[src/rtl/tdc_acq_serializer_pkg.sv]
`default_nettype none
// ============================================================================
// Module      : tdc_acq_serializer_pkg
// Description : Shared constants, state encoding and width helper for the
//               TDC acquisition serializer (histogram-builder front end).
// Revision    : 1.0 - initial release
// ============================================================================
package tdc_acq_serializer_pkg;

   // Timestamp width, pixel count and acquisitions per frame
   localparam int NP        = 10;
   localparam int PIXEL_NUM = 6;
   localparam int ACQ_NUM   = 4;

   // Emitted value for a pixel that saw no hit during the window
   localparam int NO_HIT    = 0;

   // clog2 that never returns a zero width, so single-entry counters stay legal
   function automatic int clog2_min1(input int n);
      return (n > 1) ? $clog2(n) : 1;
   endfunction

   localparam int PIX_CNT_W = clog2_min1(PIXEL_NUM);
   localparam int ACQ_IDX_W = clog2_min1(ACQ_NUM);

   typedef enum logic [1:0] {
      S_IDLE    = 2'd0,
      S_CAPTURE = 2'd1,
      S_EMIT    = 2'd2
   } state_t;

endpackage : tdc_acq_serializer_pkg
`default_nettype wire

[src/rtl/tdc_acq_serializer_pixel_hit_latch.sv]
`default_nettype none
// ============================================================================
// Module      : tdc_acq_serializer_pixel_hit_latch
// Description : Per-pixel first-hit latch. Keeps the got flag and the first
//               timestamp seen while capture is enabled; a zero timestamp is
//               stored as 1 so that 0 can mean "no hit". o_word is the
//               look-ahead value (what the pixel will hold after this edge),
//               letting the emitter serialise a hit taken in the closing cycle.
// Revision    : 1.0 - initial release
// ============================================================================
module tdc_acq_serializer_pixel_hit_latch #(
   parameter int NP = 10
) (
   input  logic          clk,
   input  logic          i_clr,
   input  logic          i_captureEn,
   input  logic          i_hitValid,
   input  logic [NP-1:0] i_hitData,
   output logic [NP-1:0] o_word
);
   import tdc_acq_serializer_pkg::*;

   logic          r_got;
   logic [NP-1:0] r_ts;

   logic          w_take;
   logic [NP-1:0] w_tsSub;
   logic          w_gotNext;
   logic [NP-1:0] w_tsNext;

   assign w_take  = i_captureEn & i_hitValid & ~r_got;
   assign w_tsSub = (i_hitData == '0) ? NP'(1) : i_hitData;

   // Next-state of the latch: clear wins, otherwise the first hit sticks
   always_comb begin
      w_gotNext = r_got;
      w_tsNext  = r_ts;
      if (i_clr) begin
         w_gotNext = 1'b0;
         w_tsNext  = '0;
      end else if (w_take) begin
         w_gotNext = 1'b1;
         w_tsNext  = w_tsSub;
      end
   end

   assign o_word = w_gotNext ? w_tsNext : NP'(NO_HIT);

   // Hold the got flag and captured timestamp
   always_ff @(posedge clk) begin
      r_got <= w_gotNext;
      r_ts  <= w_tsNext;
   end

endmodule : tdc_acq_serializer_pixel_hit_latch
`default_nettype wire

[src/rtl/tdc_acq_serializer.sv]
`default_nettype none
// ============================================================================
// Module      : tdc_acq_serializer
// Description : Captures the first TDC timestamp per pixel during each
//               acquisition window, then streams one word per pixel in pixel
//               order on wrEn/data. Counts acquisitions per frame, pulses
//               frameDone with the last word of a frame, and keeps a sticky
//               protocol-error flag.
// Revision    : 1.0 - initial release
// ============================================================================
module tdc_acq_serializer #(
   parameter int NP        = tdc_acq_serializer_pkg::NP,
   parameter int PIXEL_NUM = tdc_acq_serializer_pkg::PIXEL_NUM,
   parameter int ACQ_NUM   = tdc_acq_serializer_pkg::ACQ_NUM
) (
   input  logic                    clk,
   input  logic                    res,
   input  logic                    acqStart,
   input  logic                    acqEnd,
   input  logic [PIXEL_NUM-1:0]    hitValid,
   input  logic [PIXEL_NUM*NP-1:0] hitData,
   output logic                    wrEn,
   output logic [NP-1:0]           data,
   output logic [tdc_acq_serializer_pkg::clog2_min1(ACQ_NUM)-1:0] acqIdx,
   output logic                    frameDone,
   output logic                    busy,
   output logic                    ovfErr
);
   import tdc_acq_serializer_pkg::*;

   localparam int C_PIX_W = clog2_min1(PIXEL_NUM);
   localparam int C_ACQ_W = clog2_min1(ACQ_NUM);
   localparam logic [C_PIX_W-1:0] C_PIX_LAST = C_PIX_W'(PIXEL_NUM - 1);
   localparam logic [C_ACQ_W-1:0] C_ACQ_LAST = C_ACQ_W'(ACQ_NUM - 1);

   state_t               r_state;
   logic [C_PIX_W-1:0]   r_pixCnt;
   logic [C_ACQ_W-1:0]   r_acqIdx;
   logic                 r_wrEn;
   logic [NP-1:0]        r_data;
   logic                 r_frameDone;
   logic                 r_busy;
   logic                 r_ovfErr;

   logic                 w_clr;
   logic                 w_captureEn;
   logic [C_PIX_W-1:0]   w_selIdx;
   logic [NP-1:0]        w_selWord;
   logic [NP-1:0]        w_word [PIXEL_NUM];

   // Latches are wiped on reset and whenever a new window opens
   assign w_clr       = res | ((r_state == S_IDLE) & acqStart);
   assign w_captureEn = (r_state == S_CAPTURE);

   generate
      for (genvar p = 0; p < PIXEL_NUM; p++) begin : g_pixel
         tdc_acq_serializer_pixel_hit_latch #(
            .NP (NP)
         ) u_latch (
            .clk         (clk),
            .i_clr       (w_clr),
            .i_captureEn (w_captureEn),
            .i_hitValid  (hitValid[p]),
            .i_hitData   (hitData[p*NP +: NP]),
            .o_word      (w_word[p])
         );
      end
   endgenerate

   // Pixel to present next: pixel 0 when the window closes, else the successor
   assign w_selIdx = (r_state == S_EMIT) ? r_pixCnt + 1'b1 : '0;

   // Output word mux; out-of-range index (only seen on the last word) gives 0
   always_comb begin
      w_selWord = '0;
      for (int p = 0; p < PIXEL_NUM; p++) begin
         if (w_selIdx == C_PIX_W'(p)) begin
            w_selWord = w_word[p];
         end
      end
   end

   // Control FSM with registered stream, index and status outputs
   always_ff @(posedge clk) begin
      if (res) begin
         r_state     <= S_IDLE;
         r_pixCnt    <= '0;
         r_acqIdx    <= '0;
         r_wrEn      <= 1'b0;
         r_data      <= '0;
         r_frameDone <= 1'b0;
         r_busy      <= 1'b0;
         r_ovfErr    <= 1'b0;
      end else begin
         r_frameDone <= 1'b0;
         case (r_state)
            S_IDLE: begin
               if (acqStart) begin
                  r_state <= S_CAPTURE;
                  r_busy  <= 1'b1;
               end
            end
            S_CAPTURE: begin
               if (acqStart) begin
                  r_ovfErr <= 1'b1;
               end
               if (acqEnd) begin
                  r_state     <= S_EMIT;
                  r_wrEn      <= 1'b1;
                  r_data      <= w_selWord;
                  r_pixCnt    <= '0;
                  r_frameDone <= (PIXEL_NUM == 1) && (r_acqIdx == C_ACQ_LAST);
               end
            end
            S_EMIT: begin
               if (acqStart) begin
                  r_ovfErr <= 1'b1;
               end
               if (r_pixCnt == C_PIX_LAST) begin
                  r_state  <= S_IDLE;
                  r_busy   <= 1'b0;
                  r_wrEn   <= 1'b0;
                  r_data   <= '0;
                  r_pixCnt <= '0;
                  r_acqIdx <= (r_acqIdx == C_ACQ_LAST) ? '0 : r_acqIdx + 1'b1;
               end else begin
                  r_pixCnt    <= r_pixCnt + 1'b1;
                  r_data      <= w_selWord;
                  r_frameDone <= (w_selIdx == C_PIX_LAST) && (r_acqIdx == C_ACQ_LAST);
               end
            end
            default: begin
               r_state <= S_IDLE;
               r_busy  <= 1'b0;
               r_wrEn  <= 1'b0;
            end
         endcase
      end
   end

   assign wrEn      = r_wrEn;
   assign data      = r_data;
   assign acqIdx    = r_acqIdx;
   assign frameDone = r_frameDone;
   assign busy      = r_busy;
   assign ovfErr    = r_ovfErr;

endmodule : tdc_acq_serializer
`default_nettype wire

[config.mk]
export PLATFORM = sky130hd
export DESIGN_NAME = tdc_acq_serializer
export DESIGN_NICKNAME = d
export VERILOG_FILES = /design/src/rtl/tdc_acq_serializer_pkg.sv /design/src/rtl/tdc_acq_serializer_pixel_hit_latch.sv /design/src/rtl/tdc_acq_serializer.sv
export SDC_FILE = /design/constraint.sdc
export NUM_CORES = 1
export LEC_CHECK = 0
export BUFFER_PORTS_ARGS = -buffer_cell sky130_fd_sc_hd__buf_2
export CAP_MARGIN = 0
export CORE_MARGIN = 3
export CORE_UTILIZATION = 25
export DETAILED_ROUTE_END_ITERATION = 8
export PLACE_DENSITY_LB_ADDON = 0.25
export SLEW_MARGIN = 20
export SYNTH_ARGS = -nofsm -noshare
export SYNTH_HDL_FRONTEND = slang
export SYNTH_SLANG_ARGS = --single-unit
[constraint.sdc]
create_clock -name clk -period 2.8 [get_ports clk]
set_input_delay 0 -clock clk [delete_from_list [all_inputs] [get_ports clk]]
set_output_delay 0 -clock clk [all_outputs]
set_load 0.01 [all_outputs]
==> results of run 1 <==
## critical path: cells and delay by family (launching register included)
family / cells / cell delay (ps)
flip-flops: 1 / 330
AO/OA/AOI/OAI: 2 / 390
multiplexers: 1 / 310
buffers and inverters: 1 / 120
AND/OR/NAND/NOR: 2 / 840
adder cells (fa/ha/maj): 1 / 390
## synthesized netlist by cell type (3+ instances only)
cell type / count / area [um^2]
a22oi_1: 5 / 37.5
nand3b_1: 6 / 45.0
or4_1: 10 / 75.1
o22ai_1: 4 / 25.0
a311oi_1: 5 / 43.8
o21ai_0: 8 / 40.0
inv_1: 10 / 37.5
buf_2: 9 / 45.0
nor4_1: 7 / 43.8
a21oi_1: 20 / 100
nor3_1: 22 / 110
mux2i_1: 50 / 500
clkbuf_1: 10 / 37.5
a221oi_1: 5 / 43.8
buf_1: 3 / 11.3
o32ai_1: 12 / 105
ha_1: 8 / 100
or3_1: 4 / 25.0
nand2b_1: 5 / 31.3
nor2_1: 81 / 304
a32o_1: 4 / 40.0
nand3_1: 3 / 15.0
buf_6: 4 / 45.0
nand2_1: 24 / 90.1
a211oi_1: 6 / 45.0
dfxtp_1: 87 / 1740
## routing by layer
metal	track usage [%]	part of all wire [%]	wire [um]	vias up
met2	23.5	46	5980	130
met3	3.88	6.0	782	15
met4	4.27	1.9	251	0
met5	0	0	0	-
met1	20.3	46	6070	1866
li1	-	-	-	1872
## flip-flops by register name, indices dropped and copies added (netlist names)
register               cells
frameDone                  1
r_state                    2
busy                       1
wrEn                       1
r_pixCnt                   3
data                      10
g_pixel.u_latch.r_ts      60
ovfErr                     1
acqIdx                     2
g_pixel.u_latch.r_got      6
## path summary, 6_finish.rpt
kind	end	slack, ps
worst max-delay path	data[1]	310
worst min-delay path	g_pixel[1].u_latch.r_ts[6]	-2
worst max register to register	data[1]	310
worst min register to register	g_pixel[2].u_latch.r_ts[8]	460
## metrics by stage
| stage | std cells | power (mW) | instance area (um^2) | utilization [%] | setup slack (ps) |
|---|---|---|---|---|---|
| after CTS | 794 | 3.73 | 5450 | 35.4 | 119 |
| after global placement | 726 | 2.57 | 4660 | 30.2 | 180 |
| after detailed placement | 726 | 2.58 | 4660 | 30.2 | 142 |
| after floorplan | 442 | 2.22 | 4000 | - | 579 |
| final | 794 | 3.71 | 5460 | 35.4 | 308 |
| after global routing | 794 | 3.93 | 5460 | 35.4 | 161 |
## area by class of cell
| class | instances | area share (%) |
|---|---|---|
| clock inverter | 4 | 0.413 |
| sequential | 87 | 31.9 |
| clock buffer | 11 | 4.45 |
| inverter | 10 | 0.688 |
| timing repair buffer | 154 | 19.7 |
| multi-input combinational | 317 | 38.0 |
| tap | 211 | 4.84 |
## power groups by stage
stage,clock network [mW],logic [mW],registers (mW)
after global placement,0,1.12,1.45
after global routing,1.17,1.32,1.44
final,1.10,1.19,1.42
after CTS,1.12,1.19,1.42
after detailed placement,0,1.13,1.45
after floorplan,0,0.774,1.45
## cells by family (layout without fill, tap and decap cells)
kind of cell,after synthesis,count (layout),share of synthesized area [%]
AO/OA/AOI/OAI,82,82,14.6
XOR/XNOR,2,2,0.626
adder cells (fa/ha/maj),8,8,2.50
buffers and inverters,38,179,4.78
flip-flops,87,87,43.5
multiplexers,51,51,12.9
AND/OR/NAND/NOR,174,174,21.1
## what timing repair did
item / in CTS / in global routing
hold buffers: 53 / 0
endpoints found under the hold margin: 54 / 0
gates resized for setup: 0 / 1
setup endpoints to repair: 0 / 4
==> impl_results.md, run 1 <==
- Fin crit period: 2490 ps
- Max_cap viols: 0
- Syn Std Cell Area: 0.00400 mm^2
- Setup repair bufs after CTS: 0
- DR iter-0 viols: 226
- WL/cell: 16.5 um
- Share of layout cells above drive strength 1: 21.1%
- Top_reg_cell synth: dfxtp_1
- Clock power frac: 29.6%
- Max-slew violations: 0
- Peak supply drop: 293 uV
- Slowest cell on the critical path: or4_1
- Pwr Density: 681 mW/mm^2
- Int Pwr: 2.46 mW
- Switch Pwr: 1.26 mW
- Root Driver: clkbuf_16
- Width of the chip: 133 um
- Vias per Instance: 4.89
- Full die area: 0.0176 mm^2
- Max-Slew Margin vs Limit: 59.8%
- Clock Latency Late Sink: 350 ps
- Number of global-route vias before repair: 3839
- Core box area: 0.0154 mm^2
- Reg area: 0.00174 mm^2
- Hold Violations, Final: 1
- Crit path max fanout: 12
- Remaining DRCs: 0
- Syn Inst Count: 442
- I/O Buffers: 85
- DRT Pass-1 Iters: 5
- Post-synthesis sequential area ratio: 43.5%
- Hold_sp: hitData[16]
- Routed Antenna Nets: 0
- Fmax achieved: 401 MHz
- Synthesized flop and latch total: 87
- Total Wirelength: 13100 um
- Initial antenna violation count: 0
- Clk slew on worst S/H paths: 60 ps
- Status: complete, but fails checks
- Combinational fraction of design power: 32.1%
- Largest net degree at the start of global routing: 50
- Ant diodes: 0
- Avg Synthesized Cell Area: 9.05 um^2
- Worst hold margin: -1.67 ps
- TNS Setup: 0 ps
- CTS sink cnt: 87
- Critical-path cell list: inv_1 -> ha_2 -> nand3b_1 -> mux2i_1 -> o32ai_1 -> or4_1 -> a32o_1
- Worst Tran Pin Value: 600 ps
- Hold Crit Class: input port to flop
- Violated checks: hold timing
- Setup crit start: r_state[1]
- CTS Buffer Depth: 2
- Crit start category: flop
- RSZ-0062 raised after global routing: no
- Reg-to-reg startpoint: r_state[1]
- Starting Density: 25.9%
- First-pass GRT wire length: 20800 um
- Syn_nets: 520
- Worst path arrival time: 2730 ps
- Row cnt: 45
- Crit Path Category: flop to flop
- Post-synth EDFFs: 0
- Ys Warns: 0
- GR Util All Layers: 15.0%
- Top Ports: 86
- Sw frac: 33.8%
- GP Congestion: 0.848
- CTS HTree Levels: 3
- Detailed placement HPWL: 10000 um
- Final Cycle Share: 89.0%
- Clk_skew: 8.54 ps
- Distinct cells, synth: 48
- Area Overhead vs Synth: 36.4%
- Endpoints failing setup: 0
- CTS tree: built
- Total leakage power: 2.39 nW
- CP max stage delay: 540 ps
- Global route total overflow: 0
- Vias: 3883
- Crit end category: flop
- WHS Path Cells: 3
- Footprint of the multi-input gates: 0.00207 mm^2
- Final #Nets: 657
- Most frequent cells in the layout: dfxtp_1, buf_2, nor2_1, dlygate4sd3_1, mux2i_1
- # fillers: 1636
- Share of power burned in registers: 38.3%
- Die H: 133 um
- TritonCTS buffer count: 9
- R2R depth: 7
- Most common cell after layout, fill and taps aside: dfxtp_1
- Worst Path Required: 3040 ps
- Fraction of registers with async set/reset: 0%
Note: power is estimated with default switching activity, not from simulation.
==> inputs of run 2 (changes only) <==
Settings changed: ABC_AREA from default to 1, BUFFER_PORTS_ARGS -buffer_cell sky130_fd_sc_hd__buf_2 to default, DONT_BUFFER_PORTS from default to 1, SYNTH_HIERARCHICAL from default to 1.
==> impl_results.md, run 2 <==
- Status: finished, final reports clean
- Syn Std Cell Area: 0.00456 mm^2 (+14%)
- TNS Setup: 0 ps (unchanged)
- Most frequent cells in the layout: nor2_1, nand2_1, dfxtp_1, inv_1, dlygate4sd3_1
- Pwr Density: 698 mW/mm^2 (+2.5%)
- Largest net degree at the start of global routing: 27 (-46%)
- GP Congestion: 0.760 (-10%)
- Syn_nets: 782 (+50%)
- Root Driver: clkbuf_16
- Final Cycle Share: 92.2% (+3.2 points)
- Final #Nets: 852 (+30%)
- Post-synth EDFFs: 0 (unchanged)
- Top Ports: 86 (unchanged)
- Synth area leaders: dfxtp_1, nor2_1, nand2_1
- First-pass GRT wire length: 21800 um (+4.7%)
- GR Util All Layers: 13.6% (-1.3 points)
- Vias per Instance: 4.29 (-12%)
- TritonCTS buffer count: 9 (unchanged)
- Worst Path Required: 3000 ps (-40 ps)
- Syn Inst Count: 706 (+60%)
- Most instantiated cells after synthesis: nor2_1, nand2_1, dfxtp_1
- Area Overhead vs Synth: 25.8%
- Max-Slew Margin vs Limit: 40.7% (-19 points)
- Starting Density: 25.9% (about the same)
- Global route total overflow: 0 (unchanged)
- Most frequent cell after synthesis: nor2_1
- Max-slew violations: 0 (unchanged)
- Fin crit period: 2580 ps (+90.2 ps)
- Total leakage power: 2.41 nW (+0.65%)
- Worst Tran Pin Value: 889 ps (+288 ps)
- Flip-flop count of the largest register after layout: 60 (unchanged)
- Share of layout cells above drive strength 1: 6.92% (-14 points)
- Hold Violations, Final: 0 (-1)
- Full die area: 0.0199 mm^2 (+13%)
- Synthesized flop and latch total: 87 (unchanged)
- Delay-heaviest family, CP: buffers and inverters
- Worst hold margin: 13.7 ps (+15.4 ps)
- Remaining DRCs: 0 (unchanged)
- Endpoints failing setup: 0 (unchanged)
- Setup repair bufs after CTS: 0 (unchanged)
- Final critical-path setup slack: 218 ps (-90.2 ps)
- Peak supply drop: 359 uV (+22%)
- Top_reg_cell synth: dfxtp_1
- Most common cell after layout, fill and taps aside: nor2_1
- Footprint of the multi-input gates: 0.00238 mm^2 (+15%)
- Critical-path cell list: inv_1 -> ha_1 -> buf_6 -> nand3_4 -> nor2_1 -> o21ai_0 -> dlygate4sd3_1 -> nand2_1 -> nor2_1 -> nand3_1 -> nand3_1 -> a21oi_2 -> nand2_1 -> nand2_1 -> a21oi_2
- Post-synthesis sequential area ratio: 38.2% (-5.4 points)
- Number of global-route vias before repair: 4297 (+12%)
- Slowest cell on the critical path: dlygate4sd3_1
- Avg Synthesized Cell Area: 6.46 um^2 (-29%)
- Yosys top cell area share: 38.2% (-5.4 points)
- WP buf/inv: 3 (+2)
- Die H: 141 um (+6.5%)
- Crit start category: flop
- Width of the chip: 141 um (+6.5%)
- Worst path arrival time: 2780 ps (+50 ps)
- Fmax achieved: 387 MHz (-3.5%)
- Core box area: 0.0176 mm^2 (+14%)
- Clk_skew: 9.21 ps (+0.669 ps)
- Post-route insts no fill: 1006 (+27%)
- CP max stage delay: 560 ps (+20 ps)
- Vias: 4314 (+11%)
- Clk slew on worst S/H paths: 60 ps (about the same)
- CTS sink cnt: 87 (unchanged)
- Initial antenna violation count: 1 (+1)
- CTS HTree Levels: 3 (unchanged)
- Clock Latency Late Sink: 340 ps (about the same)
- Dpl cells: 923 (+27%)
- Distinct cells, synth: 27 (-44%)
- Hold Crit Class: input port to flop
- Critical path's most frequent cell: nand2_1
- I/O Buffers: 0 (-100%)
- Row cnt: 48 (+6.7%)
- DR iter-0 viols: 259 (+15%)
- DRT Pass-1 Iters: 4 (-1)
- RSZ-0062 raised after global routing: no
- # fillers: 1940 (+19%)
- Fraction of registers with async set/reset: 0% (unchanged)
- Reg area: 0.00174 mm^2 (unchanged)
- Max_cap viols: 0 (unchanged)
- Dpl ws: 471 ps (+329 ps)
- Ys Warns: 6 (+6)
- CTS tree: built
- Yosys top cell by area: dfxtp_1
- CTS Buffer Depth: 2 (unchanged)
- WL/cell: 13.2 um (-20%)
- Crit end category: flop
- Total Wirelength: 13300 um (+1.8%)
- Crit path max fanout: 10 (-2)
- Biggest register: g_pixel.u_latch/r_ts
- Routed Antenna Nets: 0 (unchanged)
- Detailed placement HPWL: 9730 um (-3.1%)
- Crit Path Category: flop to flop
run 2: cell count changes in the layout (fill, tap and decap cells not counted), sizes merged, moves of 19 or more:
cell   change
nand3     +52
nor3      -19
nand2    +134
inv       +74
o21ai     +35
nor2     +112
mux2i     -51
buf       -92
run 2: area by class of cell:
| class | instances | share of cell area [%] |
|---|---|---|
| multi-input cells | 518 | 41.4 |
| flip-flops and latches | 87 | 30.3 |
| repair buffers | 76 | 13.2 |
| inverters | 84 | 5.49 |
| well taps | 225 | 4.90 |
| clock buffers | 12 | 4.29 |
| clock inverters | 3 | 0.349 |
| diodes | 1 | 0.0436 |
run 2: power by group:
group	switching (mW)	leakage, nW	internal (mW)
logic	0.978	1.58	0.470
clock network	0.487	0.125	0.620
registers	0.0671	0.704	1.39
run 2: worst register-to-register path: stages (launching register included):
cell	delay (ps)
dfxtp_1	310
inv_1	100
ha_1	200
buf_6	200
nand3_4	150
nor2_1	110
o21ai_0	80
dlygate4sd3_1	560
nand2_1	100
nor2_1	60
nand3_1	90
nand3_1	140
a21oi_2	160
nand2_1	90
nand2_1	70
a21oi_2	50
run 2: worst paths after layout:
| path | startpoint | end | depth (start not counted) | slack (ps) |
|---|---|---|---|---|
| setup / recovery | r_state[1] | data[0] | 15 | 220 |
| setup reg to reg | r_state[1] | data[0] | 15 | 220 |
| hold / removal | hitValid[5] | g_pixel[5].u_latch/r_ts[9] | 3 | 10 |
| hold reg to reg | r_pixCnt[1] | r_pixCnt[1] | 2 | 500 |
run 2: cell families (layout without fill, tap and decap cells):
kind of cell,Yosys count,count (layout),synth area share (%)
AND/OR/NAND/NOR,421,421,39.2
AO/OA/AOI/OAI,91,91,10.9
buffers and inverters,101,175,10.0
adder cells (fa/ha/maj),6,6,1.65
flip-flops,87,87,38.2
other,0,1,0
run 2: per-stage QoR:
step                      utilization (%)  area [um^2]  power (mW)
after detailed placement             27.2         4780        2.82
after CTS                            32.5         5710        4.04
after global placement               27.2         4780        2.82
after floorplan                         -         4560        2.53
after global routing                 32.6         5740        4.34
final                                32.6         5740        4.01
run 2: per-layer routing:
metal	wire, um	part of all wire (%)	vias up	track usage (%)
li1	-	-	2343	-
met1	6340	48	1863	18.0
met2	5760	43	92	21.0
met3	916	6.9	16	3.70
met4	283	2.1	0	5.71
met5	0	0	-	0
run 2: repair_timing:
item / 4_1_cts / 5_1_grt
hold buffers: 66 / 1
gates resized for setup: 0 / 4
setup endpoints to repair: 0 / 3
hold endpoints to repair: 81 / 1
==> inputs of run 3 (changes only) <==
Settings changed: ABC_AREA 1 to 0, GPL_ROUTABILITY_DRIVEN from default to 1.
==> impl_results.md, run 3 <==
- Total leakage power: 2.40 nW (-0.28%)
- Row cnt: 49 (+2.1%)
- Top_reg_cell synth: dfxtp_1
- Detailed placement HPWL: 11000 um (+13%)
- CTS Buffer Depth: 2 (unchanged)
- Root Driver: clkbuf_16
- Share of power burned in registers: 43.4% (+7.1 points)
- Pwr Density: 510 mW/mm^2 (-27%)
- Clk slew on worst S/H paths: 70 ps (about the same)
- Footprint of the multi-input gates: 0.00271 mm^2 (+14%)
- Hold Violations, Final: 0 (unchanged)
- Width of the chip: 144 um (+2.0%)
- Finished Cell Area: 0.00594 mm^2 (+3.4%)
- Max-Slew Margin vs Limit: 53.1% (+12 points)
- Crit Path Category: flop to flop
- Peak supply drop: 287 uV (-20%)
- Syn_nets: 618 (-21%)
- Share of layout cells above drive strength 1: 9.27% (+2.3 points)
- DR iter-0 viols: 259 (unchanged)
- TritonCTS buffer count: 9 (unchanged)
- GP Congestion: 0.805 (+5.9%)
- Most frequent cells in the layout: nor2_1, dfxtp_1, dlygate4sd3_1, mux2i_1, a21oi_1
- Avg Synthesized Cell Area: 8.78 um^2 (+36%)
- Ant diodes: 0 (-1)
- Most instantiated cells after synthesis: nor2_1, dfxtp_1, mux2i_1
- Distinct cells, synth: 50 (+85%)
- Hold Crit Class: input port to flop
- Initial antenna violation count: 0 (-1)
- WL/cell: 17.6 um (+33%)
- Routed Antenna Nets: 0 (unchanged)
- Global route total overflow: 0 (unchanged)
- Reg-to-reg startpoint: r_state[1]
- # fillers: 1904 (-1.9%)
- Largest net degree at the start of global routing: 34 (+26%)
- Starting Density: 26.0% (about the same)
- Worst Tran Pin Value: 703 ps (-185 ps)
- Worst Path Required: 3060 ps (+60 ps)
- Area Overhead vs Synth: 24.8%
- Fraction of registers with async set/reset: 0% (unchanged)
- I/O Buffers: 0 (unchanged)
- Post-synthesis sequential area ratio: 36.6% (-1.6 points)
- Top Ports: 86 (unchanged)
- Die H: 144 um (+2.0%)
- Synth area leaders: dfxtp_1, mux2i_1, nor2_1
- Syn Inst Count: 542 (-23%)
- Dpl ws: 231 ps (-241 ps)
- RSZ-0062 raised after global routing: no
- Clk_skew: 7.57 ps (-1.64 ps)
- Crit end category: flop
- Max_cap viols: 0 (unchanged)
- Full die area: 0.0207 mm^2 (+4.1%)
- Max-slew violations: 0 (unchanged)
- Status: finished, final reports clean
- Yosys top cell by area: dfxtp_1
- Combinational fraction of design power: 19.2% (-17 points)
- CTS tree: built
- GR Util All Layers: 14.3% (+0.72 points)
- Endpoints failing setup: 0 (unchanged)
- Number of global-route vias before repair: 4159 (-3.2%)
- Most frequent cell after synthesis: nor2_1
- CTS HTree Levels: 3 (unchanged)
- Clock power frac: 37.4% (+9.8 points)
- Clock Latency Late Sink: 350 ps (about the same)
- Worst path arrival time: 2800 ps (+20 ps)
- Syn Std Cell Area: 0.00476 mm^2 (+4.3%)
- DRT Pass-1 Iters: 5 (+1)
- Crit start category: flop
- Post-DP Area: 0.00492 mm^2 (+2.7%)
- Final critical-path setup slack: 261 ps (+42.8 ps)
- Crit path max fanout: 10 (unchanged)
- Fmax achieved: 394 MHz (+1.7%)
- Final #Nets: 686 (-19%)
- Hold_sp: acqStart
- Vias per Instance: 4.94 (+15%)
- Final Cycle Share: 90.7% (-1.5 points)
- Final Util: 32.4% (-0.24 points)
- Post-synth EDFFs: 0 (unchanged)
- Vias: 4168 (-3.4%)
- Setup crit start: r_state[1]
- Switch Pwr: 0.870 mW (-43%)
- Reg area: 0.00174 mm^2 (unchanged)
- Fin crit period: 2540 ps (-42.8 ps)
- Yosys top cell area share: 36.6% (-1.6 points)
- R2R setup slack: 260 ps (+40 ps)
- First-pass GRT wire length: 22900 um (+5.1%)
- CTS sink cnt: 87 (unchanged)
- Ys Warns: 6 (unchanged)
- Remaining DRCs: 0 (unchanged)
- Most common cell after layout, fill and taps aside: nor2_1
- Int Pwr: 2.16 mW (-13%)
- Biggest register: g_pixel.u_latch/r_ts
- TNS Setup: 0 ps (unchanged)
- Total Wirelength: 14800 um (+11%)
- Core box area: 0.0183 mm^2 (+4.2%)
- Synthesized flop and latch total: 87 (unchanged)
- Flip-flop count of the largest register after layout: 60 (unchanged)
- Sw frac: 28.8% (-9.5 points)
[run 3: critical path: stages, from the launching register on]
cell and delay [ps]:
dfxtp_1 330, inv_1 80, ha_1 390, buf_4 250, and2_1 200, o21bai_2 170
nor2_1 270, nand3_1 110, o2bb2ai_1 180, o221ai_1 220, a221oi_2 270
[run 3: final cells by class]
| class | instances | share of cell area, % |
|---|---|---|
| Multi-Input combinational cell | 406 | 45.7 |
| Sequential cell | 87 | 29.3 |
| Timing Repair Buffer | 86 | 14.2 |
| Tap cell | 229 | 4.83 |
| Clock buffer | 12 | 4.15 |
| Inverter | 20 | 1.26 |
| Clock inverter | 4 | 0.527 |
[run 3: logic make-up after synthesis]
kind of cell,after synthesis,share of synthesized area [%]
simple gates,238,24.7
xor+xnor,2,0.526
flops,87,36.6
fa+ha+maj,6,1.58
compound gates,105,18.5
buf+inv,49,6.49
mux,55,11.6
[run 3: metrics by stage]
step	hold WS (ps)	total power, mW	cells
final	14.9	3.03	844
after global routing	35.0	3.17	844
after CTS	13.0	3.06	844
after detailed placement	73.1	1.83	754
after global placement	71.8	1.82	754
after floorplan	141	1.75	542
[run 3: worst paths after layout]
path                                 to  cells past startpoint
max reg2reg                     data[6]                     10
max                             data[6]                     10
min reg2reg                 r_pixCnt[1]                      2
min          g_pixel[1].u_latch/r_ts[2]                      3
[run 3: routing by layer]
metal  global-route usage [%]  wire, um
met5                        0         0
met4                     5.40       268
met3                     3.43       919
met2                     22.2      6740
met1                     19.3      6900
[run 3: power by group through the flow]
stage	sequential [mW]	clock, mW	combinational (mW)
floorplan	1.33	0	0.411
global placement	1.34	0	0.481
detailed placement	1.34	0	0.486
CTS	1.31	1.17	0.582
global route	1.32	1.22	0.634
finish	1.31	1.13	0.582
[run 3: timing repair]
item                                   CTS  global route
setup buffers                            0             0
resized for setup                        0             2
endpoints found under the hold margin   81             0
hold buffers                            74             0
setup endpoints to repair                0             4
